--- src/rtl/otter_iobus_periph.sv ---
// otter_iobus_periph
//   Memory-mapped IO peripheral for the OTTER MCU IOBUS: N_IN synchronised
//   input ports, N_OUT output registers and a CNT_W-bit cycle timer with
//   coherent 64-bit read, compare match and a level interrupt.
//
// Ports
//   CLK         MCU clock, all state on posedge
//   RST_N       asynchronous active-low reset
//   IOBUS_ADDR  byte address from MCU
//   IOBUS_OUT   write data from MCU
//   IOBUS_WR    write strobe (one cycle per store)
//   IOBUS_RD    read strobe (one cycle per load)
//   IOBUS_IN    read data to MCU, combinational from IOBUS_ADDR
//   IN_PORTS    asynchronous board inputs, port i = [i*IN_W +: IN_W]
//   OUT_PORTS   output register contents, same packing
//   IRQ         registered level interrupt
//
// Optional feature macro: OTTER_IOBUS_PRESCALE_EN
//   Adds a 16-bit PRESCALE register at offset 0x400018; the timer then
//   advances once every PRESCALE+1 cycles. Undefined: timer ticks every cycle.
module otter_iobus_periph #(
    parameter logic [31:0] BASE_AD = 32'h1100_0000,
    parameter int          N_IN    = 1,
    parameter int          IN_W    = 16,
    parameter int          N_OUT   = 2,
    parameter int          OUT_W   = 16,
    parameter int          CNT_W   = 64
) (
    input  logic                   CLK,
    input  logic                   RST_N,
    input  logic [31:0]            IOBUS_ADDR,
    input  logic [31:0]            IOBUS_OUT,
    input  logic                   IOBUS_WR,
    input  logic                   IOBUS_RD,
    output logic [31:0]            IOBUS_IN,
    input  logic [N_IN*IN_W-1:0]   IN_PORTS,
    output logic [N_OUT*OUT_W-1:0] OUT_PORTS,
    output logic                   IRQ
);

    localparam int          HI_W      = CNT_W - 32;
    localparam logic [31:0] OFF_IN    = 32'h0000_0000;
    localparam logic [31:0] OFF_OUT   = 32'h0008_0000;
    localparam logic [31:0] OFF_CNTLO = 32'h0040_0000;
    localparam logic [31:0] OFF_CNTHI = 32'h0040_0004;
    localparam logic [31:0] OFF_CMPLO = 32'h0040_0008;
    localparam logic [31:0] OFF_CMPHI = 32'h0040_000C;
    localparam logic [31:0] OFF_CTRL  = 32'h0040_0010;
    localparam logic [31:0] OFF_STAT  = 32'h0040_0014;

    logic [31:0] off;
    assign off = IOBUS_ADDR - BASE_AD;

    logic wr_cntlo, wr_cnthi, wr_cmplo, wr_cmphi, wr_ctrl, wr_stat, wr_cnt, wr_cmp;
    assign wr_cntlo = IOBUS_WR && (off == OFF_CNTLO);
    assign wr_cnthi = IOBUS_WR && (off == OFF_CNTHI);
    assign wr_cmplo = IOBUS_WR && (off == OFF_CMPLO);
    assign wr_cmphi = IOBUS_WR && (off == OFF_CMPHI);
    assign wr_ctrl  = IOBUS_WR && (off == OFF_CTRL);
    assign wr_stat  = IOBUS_WR && (off == OFF_STAT);
    assign wr_cnt   = wr_cntlo || wr_cnthi;
    assign wr_cmp   = wr_cmplo || wr_cmphi;

    logic [N_IN*IN_W-1:0]   sync1_q, sync2_q;
    logic [N_OUT*OUT_W-1:0] out_q, out_d;
    logic [CNT_W-1:0]       cnt_q, cnt_d, cmp_q, cmp_d;
    logic [HI_W-1:0]        shadow_q, shadow_d;
    logic [1:0]             ctrl_q, ctrl_d, status_q, status_d;
    logic                   irq_q, irq_d;
    logic                   tick, cnt_inc, ovf_ev, match_ev;

    // Upper write-data bits are unused for narrow registers.
    logic unused_bits;
    assign unused_bits = ^IOBUS_OUT;

`ifdef OTTER_IOBUS_PRESCALE_EN
    localparam logic [31:0] OFF_PRE = 32'h0040_0018;
    logic        wr_pre;
    logic [15:0] pre_q, pre_d, pcnt_q, pcnt_d;
    assign wr_pre = IOBUS_WR && (off == OFF_PRE);
    assign tick   = (pcnt_q == pre_q);
    // Any timebase write restarts the prescale phase so software sees a full period.
    assign pcnt_d = (wr_pre || wr_cnt || tick) ? 16'd0 : pcnt_q + 16'd1;
    assign pre_d  = wr_pre ? IOBUS_OUT[15:0] : pre_q;
`else
    assign tick = 1'b1;
`endif

    // A counter write wins over the increment, and any timebase write masks
    // the compare so a half-written value cannot raise a spurious match.
    assign cnt_inc  = tick && ctrl_q[0] && !wr_cnt;
    assign ovf_ev   = cnt_inc && (&cnt_q);
    assign match_ev = tick && ctrl_q[0] && !wr_cnt && !wr_cmp && (cnt_q == cmp_q);

    // NOTE: every variable gets a default at the top of always_comb so no path leaves it unassigned (no latch).
    always_comb begin
        out_d = out_q;
        for (int i = 0; i < N_OUT; i++) begin
            if (IOBUS_WR && (off == OFF_OUT + 32'(4 * i)))
                out_d[i*OUT_W +: OUT_W] = IOBUS_OUT[OUT_W-1:0];
        end

        cnt_d = cnt_inc ? cnt_q + CNT_W'(1) : cnt_q;
        if (wr_cntlo) cnt_d[31:0]       = IOBUS_OUT;
        if (wr_cnthi) cnt_d[CNT_W-1:32] = IOBUS_OUT[HI_W-1:0];

        cmp_d = cmp_q;
        if (wr_cmplo) cmp_d[31:0]       = IOBUS_OUT;
        if (wr_cmphi) cmp_d[CNT_W-1:32] = IOBUS_OUT[HI_W-1:0];

        // Latch the high half at the LO read so a following HI read is coherent.
        shadow_d = (IOBUS_RD && (off == OFF_CNTLO)) ? cnt_q[CNT_W-1:32] : shadow_q;
        ctrl_d   = wr_ctrl ? IOBUS_OUT[1:0] : ctrl_q;
        // Clear first, then set, so a simultaneous event is never lost.
        status_d = (status_q & ~(wr_stat ? IOBUS_OUT[1:0] : 2'b00)) | {ovf_ev, match_ev};
        irq_d    = status_q[0] & ctrl_q[1];
    end

    always_comb begin
        IOBUS_IN = 32'd0;
        for (int i = 0; i < N_IN; i++) begin
            if (off == OFF_IN + 32'(4 * i)) IOBUS_IN = 32'(sync2_q[i*IN_W +: IN_W]);
        end
        for (int i = 0; i < N_OUT; i++) begin
            if (off == OFF_OUT + 32'(4 * i)) IOBUS_IN = 32'(out_q[i*OUT_W +: OUT_W]);
        end
        case (off)
            OFF_CNTLO: IOBUS_IN = cnt_q[31:0];
            OFF_CNTHI: IOBUS_IN = 32'(shadow_q);
            OFF_CMPLO: IOBUS_IN = cmp_q[31:0];
            OFF_CMPHI: IOBUS_IN = 32'(cmp_q[CNT_W-1:32]);
            OFF_CTRL:  IOBUS_IN = {30'd0, ctrl_q};
            OFF_STAT:  IOBUS_IN = {30'd0, status_q};
`ifdef OTTER_IOBUS_PRESCALE_EN
            OFF_PRE:   IOBUS_IN = {16'd0, pre_q};
`endif
            default: ;
        endcase
    end

    // NOTE: sequential state uses non-blocking assignments so every flop samples pre-edge values.
    always_ff @(posedge CLK or negedge RST_N) begin
        if (!RST_N) begin
            sync1_q  <= '0;
            sync2_q  <= '0;
            out_q    <= '0;
            cnt_q    <= '0;
            cmp_q    <= '1;
            shadow_q <= '0;
            ctrl_q   <= 2'b01;
            status_q <= 2'b00;
            irq_q    <= 1'b0;
        end else begin
            sync1_q  <= IN_PORTS;
            sync2_q  <= sync1_q;
            out_q    <= out_d;
            cnt_q    <= cnt_d;
            cmp_q    <= cmp_d;
            shadow_q <= shadow_d;
            ctrl_q   <= ctrl_d;
            status_q <= status_d;
            irq_q    <= irq_d;
        end
    end

`ifdef OTTER_IOBUS_PRESCALE_EN
    always_ff @(posedge CLK or negedge RST_N) begin
        if (!RST_N) begin
            pre_q  <= 16'd0;
            pcnt_q <= 16'd0;
        end else begin
            pre_q  <= pre_d;
            pcnt_q <= pcnt_d;
        end
    end
`endif

    assign OUT_PORTS = out_q;
    assign IRQ       = irq_q;

endmodule

--- config.mk ---
export PLATFORM = sky130hd
export DESIGN_NAME = otter_iobus_periph
export DESIGN_NICKNAME = d
export VERILOG_FILES = /design/src/rtl/otter_iobus_periph.sv
export SDC_FILE = /design/constraint.sdc
export NUM_CORES = 1
export LEC_CHECK = 0
export BUFFER_PORTS_ARGS = -buffer_cell sky130_fd_sc_hd__buf_2
export CAP_MARGIN = 5
export CELL_PAD_IN_SITES_DETAIL_PLACEMENT = 1
export CELL_PAD_IN_SITES_GLOBAL_PLACEMENT = 1
export CORE_MARGIN = 2
export CORE_UTILIZATION = 42
export CTS_BUF_LIST = sky130_fd_sc_hd__clkbuf_2 sky130_fd_sc_hd__clkbuf_4 sky130_fd_sc_hd__clkbuf_8
export CTS_CLUSTER_DIAMETER = 40
export DETAILED_ROUTE_END_ITERATION = 10
export GPL_ROUTABILITY_DRIVEN = 0
export PLACE_DENSITY_LB_ADDON = 0.1
export SETUP_SLACK_MARGIN = 0.1
export SKIP_CTS_REPAIR_TIMING = 1
export SLEW_MARGIN = 20
export SYNTH_ARGS = -nofsm -noshare
export SYNTH_HDL_FRONTEND = slang
export SYNTH_SLANG_ARGS = --single-unit
--- constraint.sdc ---
create_clock -name CLK -period 3.1 [get_ports CLK]
set_input_delay 0.465 -clock CLK [delete_from_list [all_inputs] [get_ports CLK]]
set_output_delay 0.465 -clock CLK [all_outputs]
set_load 0.01 [all_outputs]
==> Implementation_results.wiki, run 1 <==
{| class="wikitable"
! Metric !! Value
|-
| Input/output buffers || 148
|-
| Synthesis-to-layout area growth || 23.9%
|-
| Flip-flop cell with the highest count after synthesis || sky130_fd_sc_hd__dfrtp_1
|-
| Worst slack on hold paths || ~0.15 ns
|-
| Setup-failing EPs final || 0
|-
| Horizontal extent of the die || around 170 um
|-
| Area of the core || between 20,000 and 30,000 sq um
|-
| Latest clock arrival within the worst-skew pair || approximately 0.60 ns
|-
| Number of register bits inferred by synthesis || about 230
|-
| Maxcap violations || 0
|-
| TritonCTS clock tree || done
|-
| Number of placed cells counting well taps || roughly 1,700
|-
| Seq pwr share || a little over two fifths
|-
| Initial cell density of the core || between 40% and 50%
|-
| Areal power density over the cells || roughly 460 nW/um^2
|-
| Portion of the post-synthesis area used by sequential elements || 47.7%
|-
| Die height || 174 um
|-
| Critical Setup Path Class || in -> out
|-
| Start of the worst register-to-register path || cnt_q[3]$_DFFE_PN0P_
|-
| Switching power total || roughly 0.0016 W
|-
| Largest area contributor in the synthesized netlist || sky130_fd_sc_hd__dfrtp_1
|-
| Path type of the worst min-delay path || in -> reg
|-
| Die area || 30,400 sq um
|-
| CTS Buffer Depth || 3
|-
| Aggregate routed wire length || around 44,000 um
|-
| Sw Share || 23.6%
|-
| Required time of the worst setup path || roughly 2.6 ns
|-
| First-pass GRT wire length || 66,900 um
|-
| Depth of the worst register-to-register path || 6
|-
| Clock power frac || roughly 53%
|-
| Final count of pins violating max slew || 0
|-
| Setup Skew || about 0.034 ns
|-
| Residual DRC || 0
|-
| Worst Tran Pin Value || between 0.7 and 0.8 ns
|-
| Final period util || between 90% and 100%
|-
| Leakage power || between 7 and 8 nW
|-
| First-pass detailed-route iteration total || 5
|-
| Crit start category || primary input
|-
| Largest incremental delay on the critical path || 0.39 ns
|-
| Highest-count cells in the layout ignoring fill and taps || sky130_fd_sc_hd__dfrtp_1 (164), sky130_fd_sc_hd__buf_2 (147), sky130_fd_sc_hd__mux2_2 (103)
|-
| H-Tree Depth || 2
|-
| Count of nets after finishing || 1,426
|-
| Hold Startpoint || IOBUS_OUT[17]
|-
| Nature of the critical path endpoint || primary output
|-
| Number of buffers inserted during clock tree synthesis || 47
|-
| Worst setup path endpoint || IOBUS_IN[3]
|-
| Critical path peak fanout || 15
|-
| Maximum number of pins on one net before global-route repair || 85
|-
| Vias in the first global route || ~11,000
|-
| Outcome || complete, no violations
|-
| Commonest non-fill, non-tap cell in the layout || sky130_fd_sc_hd__dfrtp_1
|-
| Count of warnings emitted by yosys || 0
|-
| CP Cell Sequence || buf_2 > nor4b_2 > nand4_1 > buf_4 > a211oi_2 > buf_4 > a221oi_1 > a32oi_1 > buf_2
|-
| Vias || 10,400
|-
| Hold Path Cell Cnt || 3
|-
| Number of library cell types mapped by synthesis || just under 70
|-
| Tightest slew margin relative to the limit || a little under half
|-
| Detail Route Antenna Nets || 0
|-
| First-iteration detailed-routing DRC count || ~600
|-
| Via count normalized by instance count || 5.88
|-
| Critical path origin || IOBUS_ADDR[25]
|-
| Total number of placement rows || between 60 and 70
|-
| Number of nets in the synthesized netlist || 1,223
|-
| RSZ-0062 raised after global routing || true
|-
| Number of instances in the synthesized netlist || ~1,100
|-
| Fraction of synthesized cell area taken by the top area cell type || between 30% and 40%
|-
| Critical Path AT || roughly 2.4 ns
|-
| EDFF count, synth || 0
|-
| Largest vdd supply drop || approximately 0.31 mV
|-
| Clock edge transition at the registers on the reported setup and hold paths || ~0.060 ns
|-
| Capturing point of the worst reg2reg path || cnt_q[59]$_DFFE_PN0P_
|-
| Post-route setup TNS || 0 ns
|-
| Fmax || between 300 and 400 MHz
|-
| Routed length per instance || between 20 and 25 um
|-
| Fill cells || between 3,000 and 4,000
|-
| DP HPWL || 31,500 um
|-
| Sinks on Clock Net || approximately 230
|-
| Netlist Area Pre-Place || approximately 12,000 sq um
|-
| Setup slack on the worst flop-to-flop path || about 0.3 ns
|-
| CTS root buf || sky130_fd_sc_hd__clkbuf_8
|-
| Combinational cell fraction of total power || ~3.4%
|-
| Antenna violations before repair || 3
|-
| Cell Int Power || between 0.005 and 0.006 W
|-
| Post-synthesis async set-or-reset flop share || 100%
|-
| I/O pin total || between 100 and 150
|-
| Slowest CP cell || sky130_fd_sc_hd__nor4b_2
|-
| Final hold violation count || 0
|-
| Layout cell share with drive strength beyond 1 || roughly two fifths
|-
| Overall routing resource usage || roughly 29%
|-
| Synth area leaders || sky130_fd_sc_hd__dfrtp_1 (34%), sky130_fd_sc_hd__dfstp_2 (14%), sky130_fd_sc_hd__mux2_2 (9.5%), sky130_fd_sc_hd__xor2_1 (4.5%), sky130_fd_sc_hd__nand2_1 (3.0%)
|-
| Overflow left after global routing || 0
|-
| Synthesized area per cell || around 11 sq um
|-
| Number of standard cells in the layout, taps in and fillers out || 1,764
|-
| Min Tclk post-route || between 2 and 3 ns
|}
[Yosys cell counts (9+ instances only)]
master                     number
sky130_fd_sc_hd__a21oi_1       31
sky130_fd_sc_hd__a221o_1       21
sky130_fd_sc_hd__nand2_1       99
sky130_fd_sc_hd__xnor2_1       16
sky130_fd_sc_hd__nand3_1       35
sky130_fd_sc_hd__nand4_1       32
sky130_fd_sc_hd__dfrtp_1      164
sky130_fd_sc_hd__a22oi_1       20
sky130_fd_sc_hd__a221oi_1      10
sky130_fd_sc_hd__nor2_1        71
sky130_fd_sc_hd__and3_1        11
sky130_fd_sc_hd__a32oi_1       12
sky130_fd_sc_hd__mux2i_1       30
sky130_fd_sc_hd__xor2_1        63
sky130_fd_sc_hd__mux2_4        20
sky130_fd_sc_hd__buf_2         18
sky130_fd_sc_hd__nor4_1        29
sky130_fd_sc_hd__dfstp_2       65
sky130_fd_sc_hd__nor3_1        28
sky130_fd_sc_hd__clkbuf_1      52
sky130_fd_sc_hd__o22ai_1        9
sky130_fd_sc_hd__and4_1        14
sky130_fd_sc_hd__o21ai_0       39
sky130_fd_sc_hd__mux2_2       103
sky130_fd_sc_hd__inv_1         22
[state kept, by name, indices dropped and copies added (netlist names)]
name       flops
IRQ            1
OUT_PORTS     32
cmp_q         64
cnt_q         64
ctrl_q         2
shadow_q      32
status_q       2
sync1_q       16
sync2_q       16
[power groups by stage]
stage                      logic, W  registers (W)  clock network [W]
after floorplan           0.0000397        0.00307                  0
after global placement     0.000218        0.00307                  0
after detailed placement   0.000221        0.00307                  0
after CTS                  0.000222        0.00302            0.00371
after global routing       0.000260        0.00302            0.00385
final                      0.000237        0.00302            0.00365
[kinds of logic after synthesis]
logic type	share of synthesized area, %
DFF	47.7
AOI/OAI and AO/OA	11.4
adders and majority gates	0.103
buffers and inverters	3.88
xor gates and xnor gates	5.68
and+or+nand+nor	16.1
muxes	15.1
[worst min path at each step]
stage and end:
6_report cnt_q[17]$_DFFE_PN0P_, 2_1_floorplan IRQ$_DFF_PN0_, 3_5_place_dp sync2_q[11]$_DFF_PN0_, 3_3_place_gp sync2_q[11]$_DFF_PN0_, 4_1_cts sync2_q[6]$_DFF_PN0_, 5_1_grt cnt_q[53]$_DFFE_PN0P_
[metal layers]
layer  vias up  wire length, um  track usage, %
li1       4615                -               -
met1      5345            18400            37.4
met2       334            21000            47.2
met3        83             2920            6.65
met4         4             1430            10.3
met5         -               26               0
[per-stage QoR]
step | worst slack [ns] | instance area [sq um] | utilization [%] | power (W)
floorplan | 0.240 | 12200 | - | 0.00311
global placement | 0.168 | 13800 | 48.2 | 0.00329
detailed placement | 0.0782 | 13800 | 48.2 | 0.00329
CTS | 0.0827 | 14900 | 52.0 | 0.00696
global route | 0.0784 | 15100 | 52.7 | 0.00713
finish | 0.196 | 15100 | 52.7 | 0.00691
[worst max-delay path, delay by kind of cell]
kind,cells,cell delay [ns]
and+or+nand+nor,2,0.60
AOI/OAI and AO/OA,3,0.56
buffers and inverters,4,0.80
[layout make-up]
class | instances | area (sq um) | area share (%)
multi-input combinational | 803 | 5990 | 39.7
sequential | 229 | 5810 | 38.5
timing repair buffer | 238 | 1630 | 10.8
clock buffer | 71 | 883 | 5.85
tap | 384 | 480 | 3.18
clock inverter | 16 | 209 | 1.38
inverter | 22 | 82.6 | 0.547
antenna | 1 | 2.50 | 0.0166
Power figures use the tool's default switching activity.
==> inputs of run 2 (changes only) <==
--- a/config.mk
+++ b/config.mk
@@ -15,7 +15,8 @@
 export CTS_CLUSTER_DIAMETER = 40
 export DETAILED_ROUTE_END_ITERATION = 10
 export GPL_ROUTABILITY_DRIVEN = 0
-export PLACE_DENSITY_LB_ADDON = 0.1
+export HOLD_SLACK_MARGIN = 0.02
+export PLACE_DENSITY_LB_ADDON = 0.05
 export SETUP_SLACK_MARGIN = 0.1
 export SKIP_CTS_REPAIR_TIMING = 1
 export SLEW_MARGIN = 20
==> constraint.sdc (replaced) <==
create_clock -name CLK -period 3.2 [get_ports CLK]
set_input_delay 0.48 -clock CLK [delete_from_list [all_inputs] [get_ports CLK]]
set_output_delay 0.48 -clock CLK [all_outputs]
set_load 0.01 [all_outputs]
==> Implementation_results.wiki, run 2 (synthesis gave the netlist of run 1 again) <==
{| class="wikitable"
! Metric !! Value
|-
| Vias || between 10,000 and 15,000
|-
| Overflow left after global routing || 0
|-
| Vias in the first global route || 10,600
|-
| Highest-count cells in the layout ignoring fill and taps || sky130_fd_sc_hd__dfrtp_1 (164), sky130_fd_sc_hd__buf_2 (147), sky130_fd_sc_hd__mux2_2 (103)
|-
| Detail Route Antenna Nets || 0
|-
| Outcome || complete, no violations
|-
| Count of nets after finishing || roughly 1,400
|-
| I/O pin total || approximately 150
|-
| Final period util || approximately 90%
|-
| CTS root buf || sky130_fd_sc_hd__clkbuf_8
|-
| Die area || 30,400 sq um
|-
| Hold Startpoint || IOBUS_OUT[29]
|-
| Latest clock arrival within the worst-skew pair || 0.59 ns
|-
| Die height || about 170 um
|-
| Setup Skew || about 0.032 ns
|-
| Nature of the critical path endpoint || primary output
|-
| Start of the worst register-to-register path || cnt_q[0]$_DFFE_PN0P_
|-
| First-iteration detailed-routing DRC count || 671
|-
| Design area || 14,900 sq um
|-
| Capturing point of the worst reg2reg path || cnt_q[61]$_DFFE_PN0P_
|-
| Post-route setup TNS || 0 ns
|-
| Overall routing resource usage || 28.4%
|-
| Routed length per instance || 24.6 um
|-
| First-pass detailed-route iteration total || 5
|-
| Via count normalized by instance count || approximately 6
|-
| Required time of the worst setup path || roughly 2.7 ns
|-
| Final hold violation count || 0
|-
| Total number of placement rows || 62
|-
| Tightest slew margin relative to the limit || a little under 50%
|-
| Antenna violations before repair || 0
|-
| Layout cell share with drive strength beyond 1 || approximately two fifths
|-
| H-Tree Depth || 2
|-
| Areal power density over the cells || 444 nW/um^2
|-
| Hold Path Cell Cnt || 3
|-
| Cell Int Power || between 0.005 and 0.006 W
|-
| Sinks on Clock Net || about 230
|-
| Depth of the worst register-to-register path || 6
|-
| Horizontal extent of the die || 174 um
|-
| Number of buffers inserted during clock tree synthesis || just under 50
|-
| Synthesis-to-layout area growth || 22.7%
|-
| Total power consumption of the routed design || 0.00664 W
|-
| Leakage power || 7.05 nW
|-
| Fmax || roughly 340 MHz
|-
| Combinational cell fraction of total power || between 3 and 4%
|-
| Largest vdd supply drop || between 0.3 and 0.4 mV
|-
| Switching power total || between 0.0015 and 0.002 W
|-
| Critical path origin || IOBUS_ADDR[25]
|-
| Commonest non-fill, non-tap cell in the layout || sky130_fd_sc_hd__dfrtp_1
|-
| Residual DRC || 0
|-
| Endpoint of the worst hold-timing path || cmp_q[29]$_DFFE_PN1P_
|-
| Critical Setup Path Class || in -> out
|-
| Critical path peak fanout || 13
|-
| Aggregate routed wire length || around 43,000 um
|-
| Final count of pins violating max slew || 0
|-
| Clock power frac || a little over half
|-
| Min Tclk post-route || 2.95 ns
|-
| TritonCTS clock tree || done
|-
| Maxcap violations || 0
|-
| Largest registers || cmp_q (64), cnt_q (64)
|-
| Area post-placement || 13,700 sq um
|-
| First-pass GRT wire length || 65,700 um
|-
| Seq pwr share || around 44%
|-
| Critical Path AT || around 2.5 ns
|-
| CTS Buffer Depth || 3
|-
| Antenna fix cells || 0
|-
| Area of the core || between 20,000 and 30,000 sq um
|-
| Setup slack on the worst flop-to-flop path || between 0.4 and 0.5 ns
|-
| DP HPWL || 31,300 um
|-
| Sw Share || 23.9%
|-
| Path type of the worst min-delay path || in -> reg
|-
| Clock edge transition at the registers on the reported setup and hold paths || around 0.050 ns
|-
| RSZ-0062 raised after global routing || false
|-
| Input/output buffers || 148
|-
| Maximum number of pins on one net before global-route repair || between 80 and 90
|-
| Crit start category || primary input
|-
| Worst Tran Pin Value || ~0.75 ns
|-
| Setup-failing EPs final || 0
|-
| Initial cell density of the core || a little over two fifths
|}
==> run 2: changes by cell type in the layout (fill, tap and decap cells not counted), moves of 2 or more <==
| cell | previous run | this run |
|---|---|---|
| sky130_fd_sc_hd__clkbuf_4 | 15 | 13 |
| sky130_fd_sc_hd__clkinv_4 | 0 | 2 |
| sky130_fd_sc_hd__buf_4 | 60 | 57 |
| sky130_fd_sc_hd__clkinvlp_4 | 2 | 5 |
| sky130_fd_sc_hd__buf_12 | 13 | 7 |
==> run 2: per-layer routing <==
layer  global-route usage, %  wire length (um)  share of wire [%]  vias up
met5                       0                 0                  0        -
met4                    7.42               872                2.0        0
met3                    4.37              2160                5.0       53
met2                    46.2             20600                 48      312
met1                    39.6             19500                 45     5321
li1                        -                 -                  -     4602
==> run 2: power by group through the flow <==
stage	sequential, W	clock (W)	combinational, W
2_1_floorplan	0.00297	0	0.0000385
3_3_place_gp	0.00298	0	0.000213
3_5_place_dp	0.00298	0	0.000214
4_1_cts	0.00293	0.00357	0.000214
5_1_grt	0.00293	0.00369	0.000250
6_report	0.00293	0.00349	0.000228
==> run 2: how the worst max path moves through the flow <==
| stage | endpoint | slack, ns | cells past startpoint |
|---|---|---|---|
| floorplan | IOBUS_IN[11] | 0.31 | 8 |
| global placement | IOBUS_IN[9] | 0.24 | 8 |
| detailed placement | IOBUS_IN[11] | 0.18 | 9 |
| CTS | IOBUS_IN[11] | 0.20 | 9 |
| global route | IOBUS_IN[12] | 0.07 | 9 |
| finish | IOBUS_IN[4] | 0.25 | 9 |
==> run 2: stage by stage <==
stage               util (%)  instances  worst slack, ns  hold slack (ns)
floorplan                  -       1138            0.310            0.184
global placement        47.7       1650            0.241            0.331
detailed placement      47.7       1650            0.179            0.336
CTS                     51.6       1740            0.196           -0.107
global route            52.2       1757           0.0715            0.182
finish                  52.2       1757            0.246            0.160
==> run 2: layout make-up <==
class	instances	area (sq um)
sequential	229	5810
clock inverter	20	224
fill	3182	13700
inverter	22	82.6
multi-input combinational	803	5980
clock buffer	70	882
timing repair buffer	229	1490
tap	384	480
==> run 2: worst max-delay path, cell delays in order <==
cell	delay [ns]
sky130_fd_sc_hd__buf_2	0.10
sky130_fd_sc_hd__nor4b_2	0.38
sky130_fd_sc_hd__nand4_1	0.24
sky130_fd_sc_hd__or3_1	0.47
sky130_fd_sc_hd__nor2_1	0.13
sky130_fd_sc_hd__buf_4	0.22
sky130_fd_sc_hd__nand2_1	0.09
sky130_fd_sc_hd__a32oi_1	0.18
sky130_fd_sc_hd__buf_2	0.17
